===== src/rtl/rr_mux_select_if.sv =====
// rr_mux_select_if: request/release handshake and mux-select bundle between
// the four requesters, the round-robin arbiter and the 4:1 channel mux.
//   master : requester side (drives req/done, observes the grant)
//   slave  : arbiter side (observes req/done, drives the grant)
interface rr_mux_select_if;
  logic [3:0] req;
  logic       done;
  logic [1:0] sel;
  logic [3:0] gnt;
  logic       valid;
  logic       timeout;

  modport master (
    output req,
    output done,
    input  sel,
    input  gnt,
    input  valid,
    input  timeout
  );

  modport slave (
    input  req,
    input  done,
    output sel,
    output gnt,
    output valid,
    output timeout
  );
endinterface


===== src/rtl/rr_mux_select.sv =====
// rr_mux_select: round-robin arbiter for the 4:1 tri-state channel mux.
// Grants one of four requesters, holds the grant until released, and rotates
// priority starting just past the most recently served channel. sel drives
// the mux select; gnt is the matching one-hot enable.
//
// Optional feature: define RR_MUX_SELECT_TIMEOUT_EN to compile in the beat
// counter that force-releases a grant after MAX_BEATS cycles and pulses
// timeout. Without it the grant is held until done or req[sel] drops, and
// timeout is tied low.
//
//   state | meaning
//   ------+-------------------------------------------------------------
//   IDLE  | no grant; arbitrate any pending request on the next edge
//   BUSY  | grant active on channel sel; wait for done / req drop / limit
module rr_mux_select #(
  parameter int MAX_BEATS = 8,
  parameter int CNT_W     = 4
) (
  input  logic           clk_i,
  input  logic           reset_i,
  rr_mux_select_if.slave bus
);

  localparam logic [0:0] ST_IDLE = 1'b0;
  localparam logic [0:0] ST_BUSY = 1'b1;

  // Limit must leave at least one hold cycle and fit the beat counter.
  localparam bit CFG_OK = (MAX_BEATS >= 2) && (MAX_BEATS <= (2 ** CNT_W));

  if (!CFG_OK) begin : g_cfg_check
    $error("rr_mux_select: MAX_BEATS must be within 2..2**CNT_W");
  end

  logic [0:0] state_q, state_d;
  logic [1:0] last_q, last_d;
  logic [1:0] sel_q, sel_d;
  logic [3:0] gnt_q, gnt_d;
  logic       valid_q, valid_d;

  logic [1:0] cand;
  logic [1:0] win;
  logic       win_found;
  logic       release_norm;
  logic       limit_hit;
  logic       release_any;

  // Rotating-priority search: first requester at or after last+1, wrapping.
  always_comb begin
    cand      = last_q;
    win       = last_q;
    win_found = 1'b0;
    for (int k = 1; k <= 4; k++) begin
      cand = last_q + 2'(k);
      if (!win_found && bus.req[cand]) begin
        win       = cand;
        win_found = 1'b1;
      end
    end
  end

  // Ordinary release: consumer is finished or the owner withdrew its request.
  assign release_norm = bus.done | ~bus.req[sel_q];
  assign release_any  = release_norm | limit_hit;

  // Next-state logic for the grant FSM and its registered outputs.
  always_comb begin
    state_d = state_q;
    last_d  = last_q;
    sel_d   = sel_q;
    gnt_d   = gnt_q;
    valid_d = valid_q;
    case (state_q)
      ST_IDLE: begin
        if (win_found) begin
          state_d = ST_BUSY;
          sel_d   = win;
          gnt_d   = 4'b0001 << win;
          valid_d = 1'b1;
        end
      end
      ST_BUSY: begin
        // sel keeps its value across the release so the mux stays parked.
        if (release_any) begin
          state_d = ST_IDLE;
          last_d  = sel_q;
          gnt_d   = 4'b0000;
          valid_d = 1'b0;
        end
      end
      default: begin
        state_d = ST_IDLE;
        gnt_d   = 4'b0000;
        valid_d = 1'b0;
      end
    endcase
  end

  // FSM and output registers; last resets to 3 so channel 0 wins first.
  always_ff @(posedge clk_i) begin
    if (reset_i) begin
      state_q <= ST_IDLE;
      last_q  <= 2'd3;
      sel_q   <= 2'd0;
      gnt_q   <= 4'b0000;
      valid_q <= 1'b0;
    end else begin
      state_q <= state_d;
      last_q  <= last_d;
      sel_q   <= sel_d;
      gnt_q   <= gnt_d;
      valid_q <= valid_d;
    end
  end

  assign bus.sel   = sel_q;
  assign bus.gnt   = gnt_q;
  assign bus.valid = valid_q;

`ifdef RR_MUX_SELECT_TIMEOUT_EN
  logic [CNT_W-1:0] beat_q, beat_d;
  logic             timeout_q, timeout_d;
  logic             grant_start;
  logic             busy_hold;

  assign grant_start = (state_q == ST_IDLE) & win_found;
  assign busy_hold   = (state_q == ST_BUSY) & ~release_any;
  // Counter only advances while BUSY, so the compare is only meaningful there.
  assign limit_hit   = (state_q == ST_BUSY) & (beat_q == CNT_W'(MAX_BEATS - 1));

  // Beat counter and timeout pulse; an ordinary release masks the pulse.
  always_comb begin
    beat_d    = beat_q;
    timeout_d = 1'b0;
    if (grant_start) begin
      beat_d = '0;
    end else if (busy_hold) begin
      beat_d = beat_q + 1'b1;
    end else if (state_q == ST_BUSY) begin
      beat_d    = '0;
      timeout_d = limit_hit & ~release_norm;
    end
  end

  // Beat/timeout registers; reset clears any pending pulse.
  always_ff @(posedge clk_i) begin
    if (reset_i) begin
      beat_q    <= '0;
      timeout_q <= 1'b0;
    end else begin
      beat_q    <= beat_d;
      timeout_q <= timeout_d;
    end
  end

  assign bus.timeout = timeout_q;
`else
  assign limit_hit   = 1'b0;
  assign bus.timeout = 1'b0;
`endif

endmodule


===== src/flat_wrapper.sv =====
// flat-port wrapper written by rule: the top's interface ports become plain ports
module rr_mux_select_flat 
#(
  parameter int MAX_BEATS = 8,
  parameter int CNT_W     = 4
)
  (clk_i, reset_i, bus_req, bus_done, bus_sel, bus_gnt, bus_valid, bus_timeout);
  rr_mux_select_if bus_i ();
  input  logic clk_i;
  input  logic reset_i;
  input wire logic [$bits(bus_i.req)-1:0] bus_req;
  input wire logic [$bits(bus_i.done)-1:0] bus_done;
  output wire logic [$bits(bus_i.sel)-1:0] bus_sel;
  output wire logic [$bits(bus_i.gnt)-1:0] bus_gnt;
  output wire logic [$bits(bus_i.valid)-1:0] bus_valid;
  output wire logic [$bits(bus_i.timeout)-1:0] bus_timeout;
  assign bus_i.req = bus_req;
  assign bus_i.done = bus_done;
  assign bus_sel = bus_i.sel;
  assign bus_gnt = bus_i.gnt;
  assign bus_valid = bus_i.valid;
  assign bus_timeout = bus_i.timeout;
  rr_mux_select #(.MAX_BEATS(MAX_BEATS), .CNT_W(CNT_W)) u_core (.clk_i(clk_i), .reset_i(reset_i), .bus(bus_i));
endmodule

===== config.mk =====
export PLATFORM = sky130hd
export DESIGN_NAME = rr_mux_select_flat
export DESIGN_NICKNAME = d
export VERILOG_FILES = /design/src/rtl/rr_mux_select_if.sv /design/src/rtl/rr_mux_select.sv /design/src/flat_wrapper.sv
export SDC_FILE = /design/constraint.sdc
export NUM_CORES = 1
export LEC_CHECK = 0
export CAP_MARGIN = 20
export CORE_AREA = 5 5 42 44
export DETAILED_ROUTE_END_ITERATION = 7
export DIE_AREA = 0 0 47 49
export PLACE_DENSITY = 0.69
export SLEW_MARGIN = 10
export SYNTH_ARGS = -nofsm -noshare
export SYNTH_HDL_FRONTEND = slang
export SYNTH_SLANG_ARGS = --single-unit

===== constraint.sdc =====
create_clock -name clk_i -period 2.7 [get_ports clk_i]
set_input_delay 0.54 -clock clk_i [delete_from_list [all_inputs] [get_ports clk_i]]
set_output_delay 0.54 -clock clk_i [all_outputs]
set_load 0.02 [all_outputs]

[After elaboration in Yosys (flattened, before gate mapping)]
Index checks and enable logic that the tools add are counted.
Word-level totals
  register bits: 10
  word-level logic and storage cells: 55
  output and inout bits: 8
  input bits: 7
Cells by class
  shift operators: 1
  add/sub/neg operators: 3
  magnitude comparators: 5
  mux-type cells: 27
  eq/ne operators: 2
  reduce and logical (&&, ||, !) cells: 9
  bitwise logic cells: 3
Operator list (number)
  $lt A2 B3 Y1 const B: 5
  $mux W1: 13
  $bmux W1 S2: 5
  $mux W2: 4
  $mux W4: 2
  $pmux W4 S2: 1
  $reduce_and A2 Y1: 3
  $add A2 B2 Y2 const B: 2
  $pmux W1 S2: 2
  $shl A1 B2 Y4 const A: 1
  $logic_and A1 B1 Y1: 3
  $logic_not A1 Y1: 3
  $add A2 B1 Y2 const B: 1
  $ne A2 B1 Y1 const B: 1
  $ne A2 B2 Y1 const B: 1
  $not A1 Y1: 2
  $or A1 B1 Y1: 1

[Longest topological paths before layout]
  depth in word-level cells: 16
  mapped depth: 5
  gate-level depth less buffers: 4

[Worst setup path before layout]
OpenSTA, ideal clock, no wires.
  kind: input to register
  start point: input bus_req[3]
  end point: register u_core.gnt_q[1], in the netlist u_core.bus.gnt[1]
  slack: 1.252 ns
  data arrival time: 1.331 ns
  library setup time: 0.117 ns
  cell stages on the path: 4
  required time: 2.583 ns
  path buffers: 0
  cell sequence: or2b_1 o21ai_0 a221o_1 a32o_1
On the way
  word-level cells in the longest chain between the ends: 15
  elaborated cells on any way between the ends: 32
  classes of those cells: 2 x eq/ne; 1 x shift; 20 x mux; 2 x bitwise; 7 x reduce/logical
Ends and longest elaborated chain
  start, declared: RTL line flat_wrapper.sv:11  | input wire logic [$bits(bus_i.req)-1:0] bus_req;
  $bmux W1 S2: RTL line rr_mux_select.sv:54  | if (!win_found && bus.req[cand]) begin
  $mux W1 (implied by the code): RTL line rr_mux_select.sv:54
  $mux W1: RTL line rr_mux_select.sv:54
  $logic_not A1 Y1: RTL line rr_mux_select.sv:54
  $logic_and A1 B1 Y1: RTL line rr_mux_select.sv:54
  $mux W1: RTL line rr_mux_select.sv:54
  $logic_not A1 Y1: RTL line rr_mux_select.sv:54
  $logic_and A1 B1 Y1: RTL line rr_mux_select.sv:54
  $mux W1: RTL line rr_mux_select.sv:54
  $logic_not A1 Y1: RTL line rr_mux_select.sv:54
  $logic_and A1 B1 Y1: RTL line rr_mux_select.sv:54
  $mux W2: RTL line rr_mux_select.sv:54
  $shl A1 B2 Y4: RTL line rr_mux_select.sv:77  | gnt_d = 4'b0001 << win;
  $mux W4: RTL line rr_mux_select.sv:74  | if (win_found) begin
  $pmux W4 S2: RTL line rr_mux_select.sv:72  | case (state_q)
  end signal, assigned: RTL line rr_mux_select.sv:110  | gnt_q <= gnt_d;
  end, declared: RTL line rr_mux_select.sv:37  | logic [3:0] gnt_q, gnt_d;
Several ways; a longest one is shown, not always the timed one. The select of a mux whose other input is x is not followed.
A chain may end at the register's enable or synchronous reset.

[Worst setup path in the final report]
  start point: register u_core.sel_q[0], in the netlist u_core.bus.sel[0]
  end point: output bus_sel[0]
RTL lines
  start, declared: RTL line rr_mux_select.sv:36  | logic [1:0] sel_q, sel_d;
  start signal, assigned: RTL line rr_mux_select.sv:109  | sel_q <= sel_d;
  end, declared: RTL line flat_wrapper.sv:13  | output wire logic [$bits(bus_i.sel)-1:0] bus_sel;
No word-level cell between the ends.

==> flow_metrics.tcl <==
set metrics [dict create \
    post-cts-setup-buffer-count 0 \
    tritoncts "built" \
    synth_seq_cells 10 \
    io_pins 15 \
    finalSetupTns_ns 0 \
    replace_congestion 0.856 \
    syn_area_per_cell_um2 8.80 \
    grt_start_max_net_pins 9 \
    timing.critical_path.required_ns 2.16 \
    synth_area_um2 537 \
    vias 515 \
    grt_use_total 0.119 \
    final_hold_viol_count 0 \
    grt_antenna_before_repair 0 \
    drt_pre_antenna_iters 4 \
    worstSkewPairLatency_ns 0.26 \
    run_status "finished clean" \
    synth_cells 61 \
    post_synth_xor_area_fraction 0 \
    drt-wirelength-per-cell_um 13.4 \
    post_layout_nonfiller_instances 91 \
    core_box_area_um2 1400 \
    synthesized_area_fraction_occupied_by_ao_oa_aoi_and_oai_cells 0.331 \
    most_frequent_cells_in_the_layout "sky130_fd_sc_hd__clkdlybuf4s50_1, sky130_fd_sc_hd__dfxtp_1, sky130_fd_sc_hd__o21ai_0, sky130_fd_sc_hd__nor2_1, sky130_fd_sc_hd__a21oi_1" \
    drt.antenna.violating_nets 0 \
    unique_masters_post_synth 28 \
    cts.hold.buffers_added 0 \
    grt_setup_unrepaired "false" \
    critical_path_class "reg2out" \
    worst_setup_path_end_kind "output port" \
    timing.final.crit_period_ns 1.88 \
    layout.cells.most_common "sky130_fd_sc_hd__clkdlybuf4s50_1" \
    cts_buffers 3 \
    die_footprint_um2 2300 \
    cell_chosen_for_the_clock_root "sky130_fd_sc_hd__clkbuf_4" \
    layout_worst_path_cycle_share 0.695 \
    placement_rows 14 \
    die_w_um 47 \
    max_stage_delay_ns 0.64 \
    starting_density_of_the_core 0.383 \
    clkSinkCount 10 \
    post_route_cells_drive_above_1_share 0.107 \
    synth-simple-area-share 0.200 \
    synth_top_family_by_area "compound AO/OA/AOI/OAI gates" \
    timing.final.setup_violations 0 \
    dp.cells 87 \
    avgViaCountPerCell 5.66 \
    timing.critical_path.cells "clkdlybuf4s50_1" \
    cellPowerDensity_nw_per_um2 609 \
    globalRoute.totalOverflow 0 \
    routed_wl_um 1220 \
    die_h_um 49 \
    area_growth_pct 31.7 \
    detailedRoute.firstIterationViolations 10 \
    dp_hpwl_um 958 \
    fmax_mhz 533 \
    vdd_ir_drop_max_uv 341 \
    slowest_stage "sky130_fd_sc_hd__clkdlybuf4s50_1" \
    worst_clock_skew_ns 0.00330 \
    yosys-mux-area-fraction 0.0373 \
    worstHoldPathType "reg2reg" \
    synth_fa_ha_area_frac 0 \
    maxSlewViolCount 0 \
    cts.path.max_buffers 2 \
    clkTransAtPathRegs_ns 0.07 \
    grt_pass1_vias 482 \
    critical_path.startpoint_type "flop" \
    crit_arrival_ns 1.34 \
    max_cap_viol_count 0 \
    synth.net_count 68 \
    power_leakage_uw 0.000269 \
    synth_warnings 0 \
    fin_nets 83 \
    placement.io_buffers 13 \
    critPathBufInv 1 \
    antennaDiodeCount 0 \
    worst-path-max-fanout 5 \
    grt_pass1_wl_um 2060 \
    synth_sequential_area_ratio 0.373 \
    cpLargestDelayFamily "buffers and inverters" \
    ctsHtreeMaxLevel 1 \
    drc_errors 0 \
    cts_repair_resize_count 0 \
]
==> Yosys cell counts (all sizes together) <==
library cell | instances | area (um2)
a32o | 4 | 40.0
nand2 | 1 | 3.75
or2b | 1 | 7.51
a221o | 1 | 10.0
nand2b | 1 | 6.26
o22ai | 1 | 6.26
buf | 3 | 16.3
dfxtp | 10 | 200
nor2 | 6 | 22.5
a21o | 1 | 7.51
nand3 | 1 | 5.00
a211oi | 1 | 7.51
o21a | 1 | 7.51
a221oi | 1 | 8.76
or2 | 1 | 6.26
inv | 3 | 11.3
o221a | 1 | 20.0
mux2i | 2 | 20.0
o211ai | 2 | 15.0
o21ai | 6 | 30.0
nor4 | 1 | 12.5
conb | 1 | 3.75
a21oi | 5 | 25.0
nor2b | 2 | 12.5
nor3 | 4 | 31.3
==> stage by stage <==
| stage | worst slack [ns] | hold WS, ns | area, um2 | utilization | total power, uW |
|---|---|---|---|---|---|
| 2_1_floorplan | 1.25 | 0.477 | 537 | - | 256 |
| 6_report | 0.824 | 0.469 | 707 | 0.504 | 431 |
| 3_5_place_dp | 0.610 | 0.460 | 671 | 0.479 | 300 |
| 4_1_cts | 0.795 | 0.476 | 707 | 0.504 | 436 |
| 3_3_place_gp | 0.604 | 0.459 | 671 | 0.479 | 299 |
| 5_1_grt | 0.749 | 0.504 | 707 | 0.504 | 457 |
==> power by group <==
| group | leakage [uW] | total [uW] | internal (uW) | switching [uW] |
|---|---|---|---|---|
| combinational | 0.000165 | 116 | 56.2 | 59.7 |
| sequential | 0.0000826 | 181 | 163 | 18.0 |
| clock | 0.0000210 | 133 | 81.8 | 51.5 |
==> area by class of cell <==
class                      count  area [um2]
clock buffer                   4        36.3
fill                         142         694
multi-input combinational     45         309
inverter                       3        11.3
tap                           16        20.0
timing repair buffer          13         130
sequential                    10         200
==> metal layers <==
| metal | global-route usage | share of wire |
|---|---|---|
| met5 | 0 | 0 |
| met4 | 0.0461 | 0.0098 |
| met3 | 0.0517 | 0.069 |
| met2 | 0.172 | 0.48 |
| met1 | 0.153 | 0.44 |
==> worst paths after layout <==
check / from / endpoint / slack (ns) / cells after the start
worst max register to register: u_core.bus.sel[0] / u_core.bus.gnt[0] / 1.28 / 4
worst min register to register: u_core.bus.gnt[3] / u_core.bus.gnt[3] / 0.47 / 1
worst min-delay path: u_core.bus.gnt[3] / u_core.bus.gnt[3] / 0.47 / 1
worst max-delay path: u_core.bus.sel[0] / bus_sel[0] / 0.82 / 1
==> logic make-up (layout without fill, tap and decap cells) <==
logic type | after synthesis | count (layout)
buffers and inverters | 6 | 20
other | 1 | 1
flip-flops | 10 | 10
multiplexers | 2 | 2
AO/OA/AOI/OAI | 24 | 24
AND/OR/NAND/NOR | 18 | 18
==> state kept, by name, summed over array words and instances, names as in the netlist <==
register / count
u_core.bus.gnt: 4
u_core.bus.sel: 2
u_core.bus.valid: 1
u_core.last_q: 2
u_core.state_q: 1
No activity file was read; power rests on OpenSTA's default activity.
